==> src/rtl/bcd_countdown_timer_if.sv <==
// Bus bundle for the BCD round timer: control inputs, status flags and the
// four active-low seven-segment digits.
interface bcd_countdown_timer_if;
  logic        load;
  logic [15:0] load_value;
  logic        start;
  logic        pause;
  logic        gameTick;
  logic [15:0] digits;
  logic        running;
  logic        expired;
  logic        timeUp;
  logic        warning;
  logic        load_error;
  logic [6:0]  HEX0;
  logic [6:0]  HEX1;
  logic [6:0]  HEX2;
  logic [6:0]  HEX3;

  // Game control side: drives commands, observes count and flags.
  modport master (
    output load, load_value, start, pause, gameTick,
    input  digits, running, expired, timeUp, warning, load_error,
    input  HEX0, HEX1, HEX2, HEX3
  );

  // Timer side.
  modport slave (
    input  load, load_value, start, pause, gameTick,
    output digits, running, expired, timeUp, warning, load_error,
    output HEX0, HEX1, HEX2, HEX3
  );
endinterface

==> src/rtl/bcd_countdown_timer.sv <==
// 4-digit loadable BCD round timer. Counts down once per gameTick while
// running, stops at 0000 with a one-cycle expired pulse, and drives four
// active-low seven-segment digits with optional leading-zero blanking.
module bcd_countdown_timer #(
  parameter logic [15:0] START_VALUE    = 16'h0060,
  parameter logic [15:0] WARN_THRESHOLD = 16'h0010,
  parameter bit          BLANK_LZ       = 1'b1
) (
  input logic                 clock,
  input logic                 reset_n,
  bcd_countdown_timer_if.slave bus
);

  typedef enum logic [1:0] {StIdle, StRun, StPaused, StExpired} state_e;

  state_e      state_q, state_d;
  logic [15:0] digits_q, digits_d;
  logic        running_q, running_d;
  logic        expired_q, expired_d;
  logic        timeup_q, timeup_d;
  logic        warning_q, warning_d;
  logic        load_error_q, load_error_d;

  function automatic logic valid_bcd(input logic [15:0] v);
    logic ok;
    ok = 1'b1;
    for (int i = 0; i < 4; i++) begin
      if (v[4*i +: 4] > 4'd9) ok = 1'b0;
    end
    return ok;
  endfunction

  // BCD minus one; a zero nibble becomes 9 and borrows from the next digit.
  function automatic logic [15:0] bcd_dec(input logic [15:0] v);
    logic [15:0] r;
    logic        borrow;
    r      = v;
    borrow = 1'b1;
    for (int i = 0; i < 4; i++) begin
      if (borrow) begin
        if (v[4*i +: 4] == 4'd0) begin
          r[4*i +: 4] = 4'd9;
        end else begin
          r[4*i +: 4] = v[4*i +: 4] - 4'd1;
          borrow      = 1'b0;
        end
      end
    end
    return r;
  endfunction

  function automatic logic [6:0] seg7(input logic [3:0] d);
    logic [6:0] s;
    unique case (d)
      4'd0:    s = 7'b1000000;
      4'd1:    s = 7'b1111001;
      4'd2:    s = 7'b0100100;
      4'd3:    s = 7'b0110000;
      4'd4:    s = 7'b0011001;
      4'd5:    s = 7'b0010010;
      4'd6:    s = 7'b0000010;
      4'd7:    s = 7'b1111000;
      4'd8:    s = 7'b0000000;
      4'd9:    s = 7'b0010000;
      default: s = 7'b1111111;
    endcase
    return s;
  endfunction

  // Next-state: load > start > pause > gameTick; flags derived from next state.
  always_comb begin
    state_d      = state_q;
    digits_d     = digits_q;
    expired_d    = 1'b0;
    load_error_d = 1'b0;

    if (bus.load) begin
      if (valid_bcd(bus.load_value)) begin
        digits_d = bus.load_value;
        state_d  = StIdle;
      end else begin
        load_error_d = 1'b1;
      end
    end else if (bus.start) begin
      unique case (state_q)
        StIdle:   if (digits_q != 16'h0000) state_d = StRun;
        StPaused: state_d = StRun;
        StRun: begin
          // start is a no-op in RUN, so a coincident tick still counts.
          if (bus.gameTick && digits_q != 16'h0000) begin
            digits_d = bcd_dec(digits_q);
            if (digits_q == 16'h0001) begin
              state_d   = StExpired;
              expired_d = 1'b1;
            end
          end
        end
        default: ;
      endcase
    end else if (bus.pause) begin
      unique case (state_q)
        StRun:    state_d = StPaused;
        StPaused: state_d = StRun;
        default:  ;
      endcase
    end else if (bus.gameTick) begin
      if (state_q == StRun && digits_q != 16'h0000) begin
        digits_d = bcd_dec(digits_q);
        if (digits_q == 16'h0001) begin
          state_d   = StExpired;
          expired_d = 1'b1;
        end
      end
    end

    running_d = (state_d == StRun);
    timeup_d  = (state_d == StExpired);
    warning_d = ((state_d == StRun) || (state_d == StPaused)) &&
                (digits_d != 16'h0000) && (digits_d <= WARN_THRESHOLD);
  end

  // State and registered flags; reset drops any pending expired pulse.
  always_ff @(posedge clock or negedge reset_n) begin
    if (!reset_n) begin
      state_q      <= StIdle;
      digits_q     <= START_VALUE;
      running_q    <= 1'b0;
      expired_q    <= 1'b0;
      timeup_q     <= 1'b0;
      warning_q    <= 1'b0;
      load_error_q <= 1'b0;
    end else begin
      state_q      <= state_d;
      digits_q     <= digits_d;
      running_q    <= running_d;
      expired_q    <= expired_d;
      timeup_q     <= timeup_d;
      warning_q    <= warning_d;
      load_error_q <= load_error_d;
    end
  end

  logic blank3, blank2, blank1;

  // Seven-segment decode with leading-zero blanking on the upper three digits.
  always_comb begin
    blank3   = BLANK_LZ && (digits_q[15:12] == 4'd0);
    blank2   = blank3 && (digits_q[11:8] == 4'd0);
    blank1   = blank2 && (digits_q[7:4] == 4'd0);
    bus.HEX3 = blank3 ? 7'b1111111 : seg7(digits_q[15:12]);
    bus.HEX2 = blank2 ? 7'b1111111 : seg7(digits_q[11:8]);
    bus.HEX1 = blank1 ? 7'b1111111 : seg7(digits_q[7:4]);
    bus.HEX0 = seg7(digits_q[3:0]);
  end

  assign bus.digits     = digits_q;
  assign bus.running    = running_q;
  assign bus.expired    = expired_q;
  assign bus.timeUp     = timeup_q;
  assign bus.warning    = warning_q;
  assign bus.load_error = load_error_q;

endmodule

==> src/flat_wrapper.sv <==
// flat-port wrapper written by rule: the top's interface ports become plain ports
module bcd_countdown_timer_flat 
#(
  parameter logic [15:0] START_VALUE    = 16'h0060,
  parameter logic [15:0] WARN_THRESHOLD = 16'h0010,
  parameter bit          BLANK_LZ       = 1'b1
)
  (clock, reset_n, bus_load, bus_load_value, bus_start, bus_pause, bus_gameTick, bus_digits, bus_running, bus_expired, bus_timeUp, bus_warning, bus_load_error, bus_HEX0, bus_HEX1, bus_HEX2, bus_HEX3);
  bcd_countdown_timer_if bus_i ();
  input logic clock;
  input logic reset_n;
  input wire logic [$bits(bus_i.load)-1:0] bus_load;
  input wire logic [$bits(bus_i.load_value)-1:0] bus_load_value;
  input wire logic [$bits(bus_i.start)-1:0] bus_start;
  input wire logic [$bits(bus_i.pause)-1:0] bus_pause;
  input wire logic [$bits(bus_i.gameTick)-1:0] bus_gameTick;
  output wire logic [$bits(bus_i.digits)-1:0] bus_digits;
  output wire logic [$bits(bus_i.running)-1:0] bus_running;
  output wire logic [$bits(bus_i.expired)-1:0] bus_expired;
  output wire logic [$bits(bus_i.timeUp)-1:0] bus_timeUp;
  output wire logic [$bits(bus_i.warning)-1:0] bus_warning;
  output wire logic [$bits(bus_i.load_error)-1:0] bus_load_error;
  output wire logic [$bits(bus_i.HEX0)-1:0] bus_HEX0;
  output wire logic [$bits(bus_i.HEX1)-1:0] bus_HEX1;
  output wire logic [$bits(bus_i.HEX2)-1:0] bus_HEX2;
  output wire logic [$bits(bus_i.HEX3)-1:0] bus_HEX3;
  assign bus_i.load = bus_load;
  assign bus_i.load_value = bus_load_value;
  assign bus_i.start = bus_start;
  assign bus_i.pause = bus_pause;
  assign bus_i.gameTick = bus_gameTick;
  assign bus_digits = bus_i.digits;
  assign bus_running = bus_i.running;
  assign bus_expired = bus_i.expired;
  assign bus_timeUp = bus_i.timeUp;
  assign bus_warning = bus_i.warning;
  assign bus_load_error = bus_i.load_error;
  assign bus_HEX0 = bus_i.HEX0;
  assign bus_HEX1 = bus_i.HEX1;
  assign bus_HEX2 = bus_i.HEX2;
  assign bus_HEX3 = bus_i.HEX3;
  bcd_countdown_timer #(.START_VALUE(START_VALUE), .WARN_THRESHOLD(WARN_THRESHOLD), .BLANK_LZ(BLANK_LZ)) u_core (.clock(clock), .reset_n(reset_n), .bus(bus_i));
endmodule
==> config.mk <==
export PLATFORM = sky130hd
export DESIGN_NAME = bcd_countdown_timer_flat
export DESIGN_NICKNAME = d
export VERILOG_FILES = /design/src/rtl/bcd_countdown_timer_if.sv /design/src/rtl/bcd_countdown_timer.sv /design/src/flat_wrapper.sv
export SDC_FILE = /design/constraint.sdc
export NUM_CORES = 1
export LEC_CHECK = 0
export ABC_AREA = 0
export ABC_CLOCK_PERIOD_IN_PS = 3300
export CAP_MARGIN = 5
export CORE_MARGIN = 1.5
export CORE_UTILIZATION = 35
export CTS_CLUSTER_SIZE = 14
export DETAILED_ROUTE_END_ITERATION = 12
export PLACE_DENSITY = 0.6
export SLEW_MARGIN = 20
export SYNTH_ARGS = -nofsm -noshare
export SYNTH_HDL_FRONTEND = slang
export SYNTH_SLANG_ARGS = --single-unit
==> constraint.sdc <==
create_clock -name clock -period 3.3 [get_ports clock]
set_input_delay 0.66 -clock clock [delete_from_list [all_inputs] [get_ports clock]]
set_output_delay 0.66 -clock clock [all_outputs]
set_load 0.05 [all_outputs]
Word-level counts from Yosys, hierarchy flattened
Memory sizes are Yosys's and may differ from the RTL's. Index checks and enable logic that the tools add are counted.

Add/subtract/negate cells: 4. $lt $le $gt $ge: 5. Equal/unequal tests: 6. Muxes and demuxes: 81. Reduce and logical (&&, ||, !) cells: 14.

Operator list (count): 2-to-1 mux 16 bit (8); 2-to-1 mux 1 bit (49); 2-to-1 mux 4 bit (10); nonzero test 16 bit (2); 2-to-1 mux 7 bit (3); 2-to-1 mux 2 bit (9); equality test 16 x 1 -> 1 bit, second input constant (1); > comparator 4 bit, second input constant (4); <= comparator 16 x 5 -> 1 bit, second input constant (1); logical NOT 4 bit (4); subtractor 4 x 1 -> 4 bit, second input constant (4); equality test 2 bit, second input constant (3); logical AND 1 bit (6); case mux 2 bit (3 select lines) (1); equality test 2 x 1 -> 1 bit, second input constant (2); case mux 2 bit (2 select lines) (1); logical NOT 2 bit (1); logical OR 1 bit (1).

Flip-flop bits (word level): 23. Bits in read-only memories: 448. Input port bits: 22. Word-level logic and storage cells: 121. Memories kept: 4.

Memory list: (no name shown) (words 16, width 7, rd ports 1, clocked after memory_dff 0, write ports 0, line bcd_countdown_timer.sv:54) `unique case (d)`; (no name shown) (words 16, width 7, rd ports 1, clocked after memory_dff 0, write ports 0, line bcd_countdown_timer.sv:54); (no name shown) (words 16, width 7, rd ports 1, clocked after memory_dff 0, write ports 0, line bcd_countdown_timer.sv:54); (no name shown) (words 16, width 7, rd ports 1, clocked after memory_dff 0, write ports 0, line bcd_countdown_timer.sv:54).

Logic depth before layout (Yosys ltp)
Gate-level depths: netlist (run 1).

Depth after elaboration: 28. Mapped depth: 14. Depth with buffers taken out: 14.

Worst setup path before layout (run 1)
OpenSTA, ideal clock, no wires.

Path kind: register -> register. From: register u_core.digits_q[8] (netlist: u_core.bus.digits[8]). To: register u_core.warning_q (netlist: u_core.bus.warning). Library setup time: 96 ps. Arrival: 3204 ps. Required time: 3204 ps. Slack: 0 ps. Stages on the path, launching flop included: 15. Path buffers: 1. Period minus slack after synthesis: 3300 ps. Path through: dfrtp_1 -> inv_1 -> ha_1 -> nor3b_1 -> and3_1 -> clkbuf_1 -> nand3_1 -> a221oi_1 -> a21oi_1 -> o2bb2ai_1 -> ha_1 -> inv_1 -> nor3_1 -> nand4bb_1 -> nor4_2.

RTL lines: start, declared (line bcd_countdown_timer.sv:17) `logic [15:0] digits_q, digits_d;`; start signal, assigned (line bcd_countdown_timer.sv:134) `digits_q <= digits_d;`; equality test 16 x 1 -> 1 bit or nonzero test 16 bit (tied branches); 2-to-1 mux 2 bit or logical AND 1 bit (tied branches) (line bcd_countdown_timer.sv:92, bcd_countdown_timer.sv:109, bcd_countdown_timer.sv:107); 2-to-1 mux 2 bit (line bcd_countdown_timer.sv:107) `if (state_q == StRun && digits_q != 16'h0000) begin`; 2-to-1 mux 2 bit (line bcd_countdown_timer.sv:106) `end else if (bus.gameTick) begin`; 2-to-1 mux 2 bit (line bcd_countdown_timer.sv:100) `end else if (bus.pause) begin`; 2-to-1 mux 2 bit (*) (line bcd_countdown_timer.sv:84) `end else if (bus.start) begin`; 2-to-1 mux 2 bit (*) (line bcd_countdown_timer.sv:77) `if (bus.load) begin`; via u_core.state_d[0] (line bcd_countdown_timer.sv:16) `state_e state_q, state_d;`; equality test 2 x 1 -> 1 bit or equality test 2 bit (tied branches) (line bcd_countdown_timer.sv:118) `warning_d = ((state_d == StRun) || (state_d == StPaused)) &&`; logical OR 1 bit (*) (line bcd_countdown_timer.sv:118); logical AND 1 bit (*) (line bcd_countdown_timer.sv:118); logical AND 1 bit (*) (line bcd_countdown_timer.sv:119) `(digits_d != 16'h0000) && (digits_d <= WARN_THRESHOLD);`; via u_core.warning_d (line bcd_countdown_timer.sv:21) `logic warning_q, warning_d;`; end signal, assigned (line bcd_countdown_timer.sv:138) `warning_q <= warning_d;`; end, declared (line bcd_countdown_timer.sv:21).

The timed path passes the listed nets; every way through them passes the cells marked *. The select of a mux whose other input is x is not followed.

Final worst setup path (run 1)
From: register u_core.digits_q[9] (netlist: u_core.bus.digits[9]). To: output port bus_HEX1[6].

Cells in the longest elaborated chain, start to end: 4.

Ends and longest elaborated chain: logical NOT 4 bit (line bcd_countdown_timer.sv:148) `blank2 = blank3 && (digits_q[11:8] == 4'd0);`; logical AND 1 bit (line bcd_countdown_timer.sv:148); logical AND 1 bit (line bcd_countdown_timer.sv:149) `blank1 = blank2 && (digits_q[7:4] == 4'd0);`; 2-to-1 mux 7 bit (line bcd_countdown_timer.sv:152) `bus.HEX1 = blank1 ? 7'b1111111 : seg7(digits_q[7:4]);`; end, declared (line flat_wrapper.sv:24) `output wire logic [$bits(bus_i.HEX1)-1:0] bus_HEX1;`.

No other way between the ends.

==> key figures, run 1 <==
Run status
  • Status: finished, final reports clean

Yosys
  • Compound-cell area share of the yosys netlist: 22.89%
  • Sequential area share after synthesis: between 20 and 25%
  • Synth Area per Inst: a little under 8 µm²
  • Post-synth EDFFs: 0
  • Yosys reg bits: 23
  • Post-synthesis mux area share: approximately 7.7%
  • Synth unique cells: 60
  • Syn Inst Count: around 320
  • Main combinational cell family by area after synthesis: simple AND/OR/NAND/NOR gates
  • Yosys top cell area share: 20.90%
  • Post-Synth Simple-Gate Area: 26.87%
  • Post-synth net total: 370
  • Area leader, netlist: dfrtp_1
  • YS warnings: 0
  • XOR/XNOR Fraction of Synth Area: 1.393%
  • Synth area leaders: dfrtp_1, ha_1, mux2i_1, o21ai_0, nor2_1
  • Post-Synth Adder-Cell Area: ~13%
  • Synth Cell Area: between 2000 and 3000 µm²
  • Post-synth top flop: dfrtp_1
  • Ys async rst share: 100.0%

Floorplanning
  • Die Y: about 90 µm
  • Initial Util: between 30% and 40%
  • Ports: 71
  • Die area: around 7700 µm²
  • Rows: 30
  • Core ar.: approximately 6900 µm²
  • Die width: about 90 µm

STA
  • Final Skew: 0.001193 ns
  • Worst-margin pin slew: approximately 0.61 ns
  • Hold Fails Final Rpt: 0
  • Final WS setup: approximately 0.21 ns
  • Fin Setup TNS: 0 ns
  • Final setup fails: 0
  • Fmax: about 320 MHz
  • Worst slew margin: between 50% and 60%
  • Slew Limit Fails: 0
  • RSZ-0062 raised after global routing: false
  • Tmin final: 3.085 ns
  • Fin crit share: 93.49%

Routing
  • Remaining antenna violation count: 0
  • Via Count: approximately 2700
  • Met1 Wirelength: roughly 3900 µm
  • Detailed Routing Iterations Pass 1: 4
  • Routed WL: between 7000 and 8000 µm
  • DR top layer: met4
  • Met2 wire len: approximately 3700 µm
  • Vias per inst: between 5 and 6
  • Post-route DRC violation count: 0
  • WL/cell: between 15 and 20 µm
  • Met3 WL: approximately 300 µm
  • Initial DRC count: 145

Worst setup path
  • Worst setup EP type: primary output
  • Crit path DAT: 2.43 ns
  • R2r setup slk: between 0.2 and 0.3 ns
  • Worst R2R Path Depth: 14
  • Startpoint types: flop
  • Setup Crit Path Kind: flop to primary output
  • Reg2Reg Capture Point: u_core.bus.warning
  • RR Startpoint: u_core.bus.digits[9]
  • Required time of the critical path: 2.64 ns
  • Critical path fanouts, max: 6

Clocking
  • Insertion delay to the later sink of the worst-skew pair: around 0.27 ns
  • Clock Path Buffers: 2
  • Num Clock Sinks: 23
  • TritonCTS clock tree: done
  • Post-CTS Resized: 0
  • Clock transition at path regs: about 0.090 ns
  • Htree depth: 1
  • CTS Hold Buffers Added: 0
  • Root Buffer: clkbuf_8
  • CTS buffer count: 3
  • Setup Fix Bufs, Post-CTS: 0

Place
  • Post-detail-place hpwl: between 6000 and 7000 µm
  • Placer Congestion: roughly 0.85
  • Pre-CTS setup slack: approximately 0.11 ns
  • # port buffers: 70

Global routing
  • Vias in the first global route: between 2000 and 3000
  • Largest net degree at the start of global routing: 24
  • Grt ovf: 0
  • Initial antenna violation count: 0
  • Tot GR Track Use: 21.28%
  • First-pass GRT wire length: approximately 13000 µm

Cells and area
  • Layout cells sized above 1: between 15 and 20%
  • Fillers: between 600 and 700
  • Syn-to-layout area delta: 46.77%
  • Final nets: between 400 and 500
  • Antenna diode count: 0

Pwr
  • Worst vdd ir: 0.7943 mV
  • Power Dens Cells: about 960 nW/µm²
  • Pwr Total: about 3500 µW
  • Leakage: 0.001611 µW

Hold path
  • Hold Path Class: flop to flop
  • Hold Path Origin: u_core.state_q[1]
  • Hold path cells: 1
  • Hold EP: u_core.state_q[1]

Run
  • Max_cap viols: 0
[critical path, cell delays in order, from the launching register on]
cell,delay [ns]
dfrtp_1,0.40
inv_1,0.11
ha_1,0.20
buf_4,0.15
or3b_4,0.41
nor3_4,0.31
nand2_1,0.19
o21ai_0,0.20
buf_12,0.19
[worst max-delay path by stage]
| stage | start | to | slack (ns) | cells past startpoint |
|---|---|---|---|---|
| detailed placement | bus_load_value[2] | u_core.bus.warning | 0.11 | 9 |
| finish | u_core.bus.digits[9] | bus_HEX1[6] | 0.21 | 8 |
| CTS | u_core.bus.digits[9] | bus_HEX1[6] | 0.21 | 8 |
| global placement | bus_load_value[2] | u_core.bus.warning | 0.15 | 9 |
| floorplan | u_core.bus.digits[8] | u_core.bus.warning | 0.0005 | 14 |
| global route | u_core.bus.digits[9] | bus_HEX1[5] | 0.01 | 9 |
[layout by cell type, fill, tap and decap left out, types with 2 or more instances in the layout]
cell	n
o21ai_1	2
dfrtp_1	21
mux2i_1	16
o22ai_1	4
buf_12	14
nor4_1	4
o21ai_0	28
o211ai_1	4
nor3b_1	2
mux2_2	3
or3b_1	2
a31oi_1	10
nor3b_4	2
xor2_1	2
clkdlybuf4s50_1	56
nor3_1	16
nor2_1	37
xnor2_1	2
clkbuf_8	3
o31ai_1	3
o221ai_1	2
inv_1	19
nand3_1	2
a21oi_1	27
nand2_1	26
buf_4	30
a211oi_1	2
or2_2	3
nand4_1	3
dfstp_2	2
and2_1	3
ha_1	26
nand2b_1	5
nor2b_1	2
[final cells by class]
type / count / area [µm²] / area share (%)
multi-input combinational: 265 / 1805 / 48.92
timing repair buffer: 100 / 1066 / 28.88
sequential: 23 / 578.1 / 15.66
tap: 96 / 120.1 / 3.254
inverter: 20 / 75.07 / 2.034
clock buffer: 3 / 41.29 / 1.119
clock inverter: 1 / 5.005 / 0.1356
[synthesized netlist by cell type (2+ instances only)]
cell type / count
nor3b_4: 2
or3b_1: 2
xnor2_1: 2
and2_1: 3
dfstp_2: 2
mux2i_1: 16
mux2_2: 3
nand4_1: 3
o31ai_1: 3
o21ai_1: 2
nor3_1: 16
ha_1: 26
o21ai_0: 28
o221ai_1: 2
a31oi_1: 10
or2_2: 3
nand2_1: 26
nor3b_1: 2
nor4_1: 4
xor2_1: 2
o211ai_1: 4
a21oi_1: 27
inv_1: 19
dfrtp_1: 21
nor2_1: 37
clkbuf_1: 11
nand3_1: 2
nand2b_1: 5
a211oi_1: 2
o22ai_1: 4
buf_2: 3
nor2b_1: 2
[state kept, by name, summed over array words and instances (netlist names)]
| signal | count |
|---|---|
| u_core.bus.warning | 1 |
| u_core.bus.expired | 1 |
| u_core.state_q | 2 |
| u_core.bus.load_error | 1 |
| u_core.bus.timeUp | 1 |
| u_core.bus.digits | 16 |
| u_core.bus.running | 1 |
[metrics by stage]
step                cell area [µm²]  utilization, %  hold WS (ns)  cells
finish                         3691           53.73        0.6789    508
global route                   3691           53.73        0.7154    508
CTS                            3691           53.73        0.6761    508
detailed placement             3645           53.06        0.6518    504
global placement               3645           53.06        0.6345    504
floorplan                      2515               -        0.3644    322
[kinds of logic (layout without fill, tap and decap cells)]
| kind of cell | count (synthesis) | in the layout |
|---|---|---|
| XOR/XNOR | 4 | 4 |
| buffers and inverters | 34 | 124 |
| AND/OR/NAND/NOR | 121 | 121 |
| multiplexers | 19 | 19 |
| flip-flops | 23 | 23 |
| AO/OA/AOI/OAI | 95 | 95 |
| adder cells (fa/ha/maj) | 26 | 26 |
[metal layers]
metal	global-route usage [%]	vias to the layer above
li1	-	1360
met1	30.77	1295
met2	34.42	71
met3	3.110	2
met4	2.597	0
met5	0	-
[power breakdown]
group / leakage (µW) / switching (µW) / total [µW] / internal (µW)
clock network: 0.0000255 / 97.5 / 182 / 84.4
logic: 0.00130 / 1760 / 2900 / 1140
registers: 0.000287 / 108 / 465 / 357
total: 0.00161 / 1970 / 3550 / 1580
Power figures use the tool's default switching activity.
==> run 2, diff against run 1 <==
Settings changed: CORE_MARGIN 1.5 to unset.
==> key figures, run 2 (synthesis gave the netlist of run 1 again) <==
Clocking
  • Htree depth: 1
  • Clock transition at path regs: about 0.09 ns
  • CTS buffer count: 3
  • Post-CTS Resized: 0
  • Clock Path Buffers: 2
  • CTS Hold Buffers Added: 0
  • Num Clock Sinks: 23
  • Insertion delay to the later sink of the worst-skew pair: ~0.27 ns
  • Setup Fix Bufs, Post-CTS: 0
  • TritonCTS clock tree: done
  • Root Buffer: clkbuf_8

Pwr
  • Pwr Total: 3533 µW
  • Power Dens Cells: around 960 nW/µm²
  • Leakage: between 0.0015 and 0.002 µW
  • Worst vdd ir: 0.8011 mV

Routing
  • Routed WL: roughly 7900 µm
  • Initial DRC count: about 110
  • Post-route DRC violation count: 0
  • Remaining antenna violation count: 0
  • Met2 wire len: around 3600 µm
  • Met1 Wirelength: 3919 µm
  • WL/cell: ~16 µm
  • Detailed Routing Iterations Pass 1: 5
  • Vias per inst: around 5.5
  • DR top layer: met4
  • Met3 WL: between 200 and 300 µm
  • Via Count: between 2000 and 3000

STA
  • Fmax: 319.3 MHz
  • Slew Limit Fails: 0
  • Worst slew margin: a little under three fifths
  • Hold Slack: around 0.7 ns
  • Worst-margin pin slew: roughly 0.64 ns
  • RSZ-0062 raised after global routing: false
  • Final setup fails: 0
  • Hold Fails Final Rpt: 0
  • Tmin final: about 3.1 ns
  • Final Skew: 0.003882 ns
  • Fin Setup TNS: 0 ns
  • Final WS setup: 0.1686 ns
  • Fin crit share: around 95%

Worst setup path
  • R2r setup slk: roughly 0.2 ns
  • Reg2Reg Capture Point: u_core.bus.warning
  • RR Startpoint: u_core.bus.digits[9]
  • Setup crit end: bus_HEX1[5]
  • Crit path from: u_core.bus.digits[9]
  • Worst R2R Path Depth: 14
  • Setup Crit Path Kind: flop to primary output
  • Critical path fanouts, max: 8
  • Startpoint types: flop
  • Crit path DAT: about 2.5 ns
  • Worst setup EP type: primary output
  • Required time of the critical path: roughly 2.6 ns

Cells and area
  • Syn-to-layout area delta: 46.17%
  • Leading cell type in the layout, fill and taps excluded: clkdlybuf4s50_1
  • Fin util: around 54%
  • Commonest non-fill, non-tap cells in the layout: clkdlybuf4s50_1, nor2_1, o21ai_0
  • Antenna diode count: 0
  • Final nets: 458
  • Layout cells sized above 1: approximately 16%
  • Fillers: roughly 660
  • Area occupied by multi-input gates: roughly 1800 µm²
  • Reg area: 578.1 µm²
  • Max FFs per register: 16

Global routing
  • First-pass GRT wire length: roughly 13000 µm
  • Vias in the first global route: about 2600
  • Largest net degree at the start of global routing: 24
  • Initial antenna violation count: 0
  • Tot GR Track Use: a little over a fifth
  • Grt ovf: 0

Place
  • Pre-CTS setup slack: slightly above 0.08 ns
  • Placer Congestion: roughly 0.88
  • # port buffers: 70
  • Post-detail-place hpwl: a little over 6000 µm

Floorplanning
  • Initial Util: a little over a third
  • Die width: between 80 and 90 µm
  • Ports: 71
  • Die area: about 7500 µm²
  • Rows: 30
  • Core ar.: a little under 7000 µm²
  • Die Y: approximately 87 µm

Run
  • Max_cap viols: 0

Hold path
  • Hold Path Class: flop to flop

Run status
  • Status: finished, final reports clean
run 2: how the worst min path moves through the flow:
| stage | from | end | slack (ns) | cells past startpoint |
|---|---|---|---|---|
| after floorplan | reset_n | u_core.bus.digits[0] | 0.36 | 0 |
| after global placement | u_core.state_q[1] | u_core.state_q[1] | 0.64 | 1 |
| after detailed placement | u_core.state_q[1] | u_core.state_q[1] | 0.66 | 1 |
| after CTS | u_core.state_q[1] | u_core.state_q[1] | 0.68 | 1 |
| after global routing | u_core.state_q[1] | u_core.state_q[1] | 0.72 | 1 |
| final | u_core.state_q[1] | u_core.state_q[1] | 0.68 | 1 |
run 2: per-stage QoR:
step	instances	instance area [µm²]
floorplan	322	2515
global placement	501	3622
detailed placement	501	3622
CTS	505	3671
global route	505	3676
finish	505	3676
run 2: cell type report:
type                       count  area share [%]
multi-input combinational    265           49.25
timing repair buffer          97           28.39
sequential                    23           15.72
tap                           96           3.268
inverter                      20           2.042
clock buffer                   3           1.123
clock inverter                 1          0.2042
run 2: layer usage:
layer / up-vias / global-route usage, %
met1: 1328 / 30.34
met5: - / 0
li1: 1355 / -
met3: 12 / 2.571
met4: 0 / 5.152
met2: 76 / 34.99
run 2: power breakdown:
| part | switching, µW | total (µW) | internal [µW] |
|---|---|---|---|
| combinational | 1750 | 2880 | 1120 |
| sequential | 117 | 474 | 357 |
| clock | 98.2 | 184 | 85.5 |
run 2: worst max-delay path, cell delays in order, from the launching register on:
cell and delay, ns:
dfrtp_1 0.39, inv_1 0.12, ha_1 0.18, nor3b_1 0.52, buf_4 0.24, nand2_1 0.18, nand2_1 0.12, a21oi_1 0.07
nor2_1 0.21, buf_12 0.17
==> run 3, diff against run 2 <==
Settings changed: CAP_MARGIN 5 to 20, CORE_UTILIZATION 35 to 49, MAX_ROUTING_LAYER set to met4, PLACE_DENSITY 0.6 to 0.8.
==> key figures, run 3 (synthesis gave the netlist of run 1 again) <==
Worst setup path
  • Cells along the critical path: inv_1 > ha_1 > buf_4 > or3b_4 > nor3_4 > nand2_1 > o21ai_0 > buf_12
  • Required time of the critical path: 2.64 ns
  • Worst-path cell with the longest stage delay: or3b_4
  • CP bufs+invs: 3
  • Setup Crit Path Kind: flop to primary output
  • Startpoint types: flop
  • Delay-heaviest family, CP: simple AND/OR/NAND/NOR gates
  • CP max stage delay: a little over 0.4 ns
  • Critical path fanouts, max: 6
  • Crit path DAT: 2.43 ns
  • Worst setup EP type: primary output

Routing
  • WL/cell: 15.85 µm
  • Remaining antenna violation count: 0
  • Met3 WL: about 430 µm
  • DR top layer: met4
  • Vias per inst: between 6 and 7
  • Via Count: 2868
  • Detailed Routing Iterations Pass 1: 5
  • Met1 Wirelength: ~3300 µm
  • Initial DRC count: between 200 and 250
  • Post-route DRC violation count: 0
  • Met2 wire len: ~3600 µm
  • Routed WL: 7559 µm

STA
  • Hold Fails Final Rpt: 0
  • Tmin final: 3.094 ns
  • Final setup fails: 0
  • Fin Setup TNS: 0 ns
  • RSZ-0062 raised after global routing: false
  • Fin crit share: between 90 and 100%
  • Slew Limit Fails: 0
  • Fmax: between 300 and 400 MHz
  • Final WS setup: just over 0.2 ns
  • Worst-margin pin slew: just over 0.6 ns
  • Final Skew: between 0.005 and 0.006 ns
  • Worst slew margin: about three fifths

Clocking
  • CTS buffer count: 3
  • Num Clock Sinks: 23
  • Root Buffer: clkbuf_8
  • Clock Path Buffers: 2
  • TritonCTS clock tree: done
  • Insertion delay to the later sink of the worst-skew pair: 0.28 ns
  • Clock transition at path regs: roughly 0.090 ns
  • Htree depth: 1

Cells and area
  • Antenna diode count: 0
  • Syn-to-layout area delta: 44.93%
  • Max FFs per register: 16
  • Final Non-Filler Cells: ~480
  • Layout cells sized above 1: ~16%
  • Leading cell type in the layout, fill and taps excluded: clkdlybuf4s50_1
  • Design area: ~3600 µm²
  • Commonest non-fill, non-tap cells in the layout: clkdlybuf4s50_1, nor2_1, o21ai_0, buf_4, a21oi_1
  • Fillers: around 420
  • Final nets: 459

Global routing
  • Initial antenna violation count: 0
  • First-pass GRT wire length: ~13000 µm
  • Grt ovf: 0
  • Vias in the first global route: ~2700
  • Largest net degree at the start of global routing: 24
  • Tot GR Track Use: 30.51%

Place
  • Pre-CTS setup slack: approximately 0.11 ns
  • Post-detail-place hpwl: between 5000 and 6000 µm
  • Cell count after placement: roughly 470
  • Placer Congestion: around 0.91
  • Dpl cell area: around 3600 µm²
  • # port buffers: 70

Floorplanning
  • Core ar.: a little under 5000 µm²
  • Rows: 25
  • Die Y: 73.64 µm
  • Die area: roughly 5400 µm²
  • Die width: around 74 µm
  • Ports: slightly above 70
  • Initial Util: a little over half

Pwr
  • Pwr Total: roughly 3600 µW
  • Worst vdd ir: 0.8630 mV
  • Power Dens Cells: ~970 nW/µm²
  • Leakage: 0.001595 µW

Run status
  • Status: finished, final reports clean

Run
  • Max_cap viols: 0

Hold path
  • Hold Path Class: flop to flop
## run 3: final timing paths
kind	start	end	slack, ns	depth (start not counted)
worst max register to register	u_core.bus.digits[5]	u_core.bus.warning	0.25	13
worst min-delay path	u_core.bus.digits[5]	u_core.bus.digits[5]	0.63	2
worst max-delay path	u_core.bus.digits[9]	bus_HEX1[6]	0.21	8
worst min register to register	u_core.bus.digits[5]	u_core.bus.digits[5]	0.63	2
min in group asynchronous	reset_n	u_core.bus.load_error	0.74	2
max in group asynchronous	reset_n	u_core.bus.digits[6]	2.27	2
## run 3: worst register-to-register path, delay by kind of cell, from the launching register on
family                     cells  cell delay [ns]
DFF                            1             0.63
buffers and inverters          3             0.31
AOI/OAI and AO/OA              3             0.57
and+or+nand+nor                5             0.95
adders and majority gates      2             0.50
## run 3: routing by layer
| metal | vias to the layer above | global-route usage [%] |
|---|---|---|
| met5 | - | - |
| met4 | 0 | 12.39 |
| met3 | 18 | 3.292 |
| met1 | 1353 | 40.02 |
| li1 | 1355 | - |
| met2 | 142 | 48.01 |
## run 3: final cells by class
type                       instances  area (µm²)  area share, %
multi-input combinational        265        1808          49.61
clock inverter                     1       7.507         0.2060
tap                               67       83.83          2.300
inverter                          20       75.07          2.060
sequential                        23       578.1          15.86
clock buffer                       3       41.29          1.133
timing repair buffer              98        1051          28.84
## run 3: report_power, final
part           leakage (µW)  internal, µW  total, µW  switching (µW)
Combinational       0.00129          1140       2880            1740
Clock             0.0000217          85.9        192             106
Sequential         0.000287           358        483             125
Total               0.00159          1580       3550            1970
## run 3: stage by stage
stage / hold WS (ns) / utilization, %
after detailed placement: 0.6036 / 74.44
after global routing: 0.6465 / 75.66
after CTS: 0.6201 / 75.45
final: 0.6262 / 75.66
after global placement: 0.6094 / 74.44
after floorplan: 0.3644 / -
## run 3: timing repair
action,4_1_cts,5_1_grt
hold endpoints to repair,0,0
hold buffers,0,0
setup endpoints to repair,0,1
buffers inserted,0,1
resized for setup,0,1
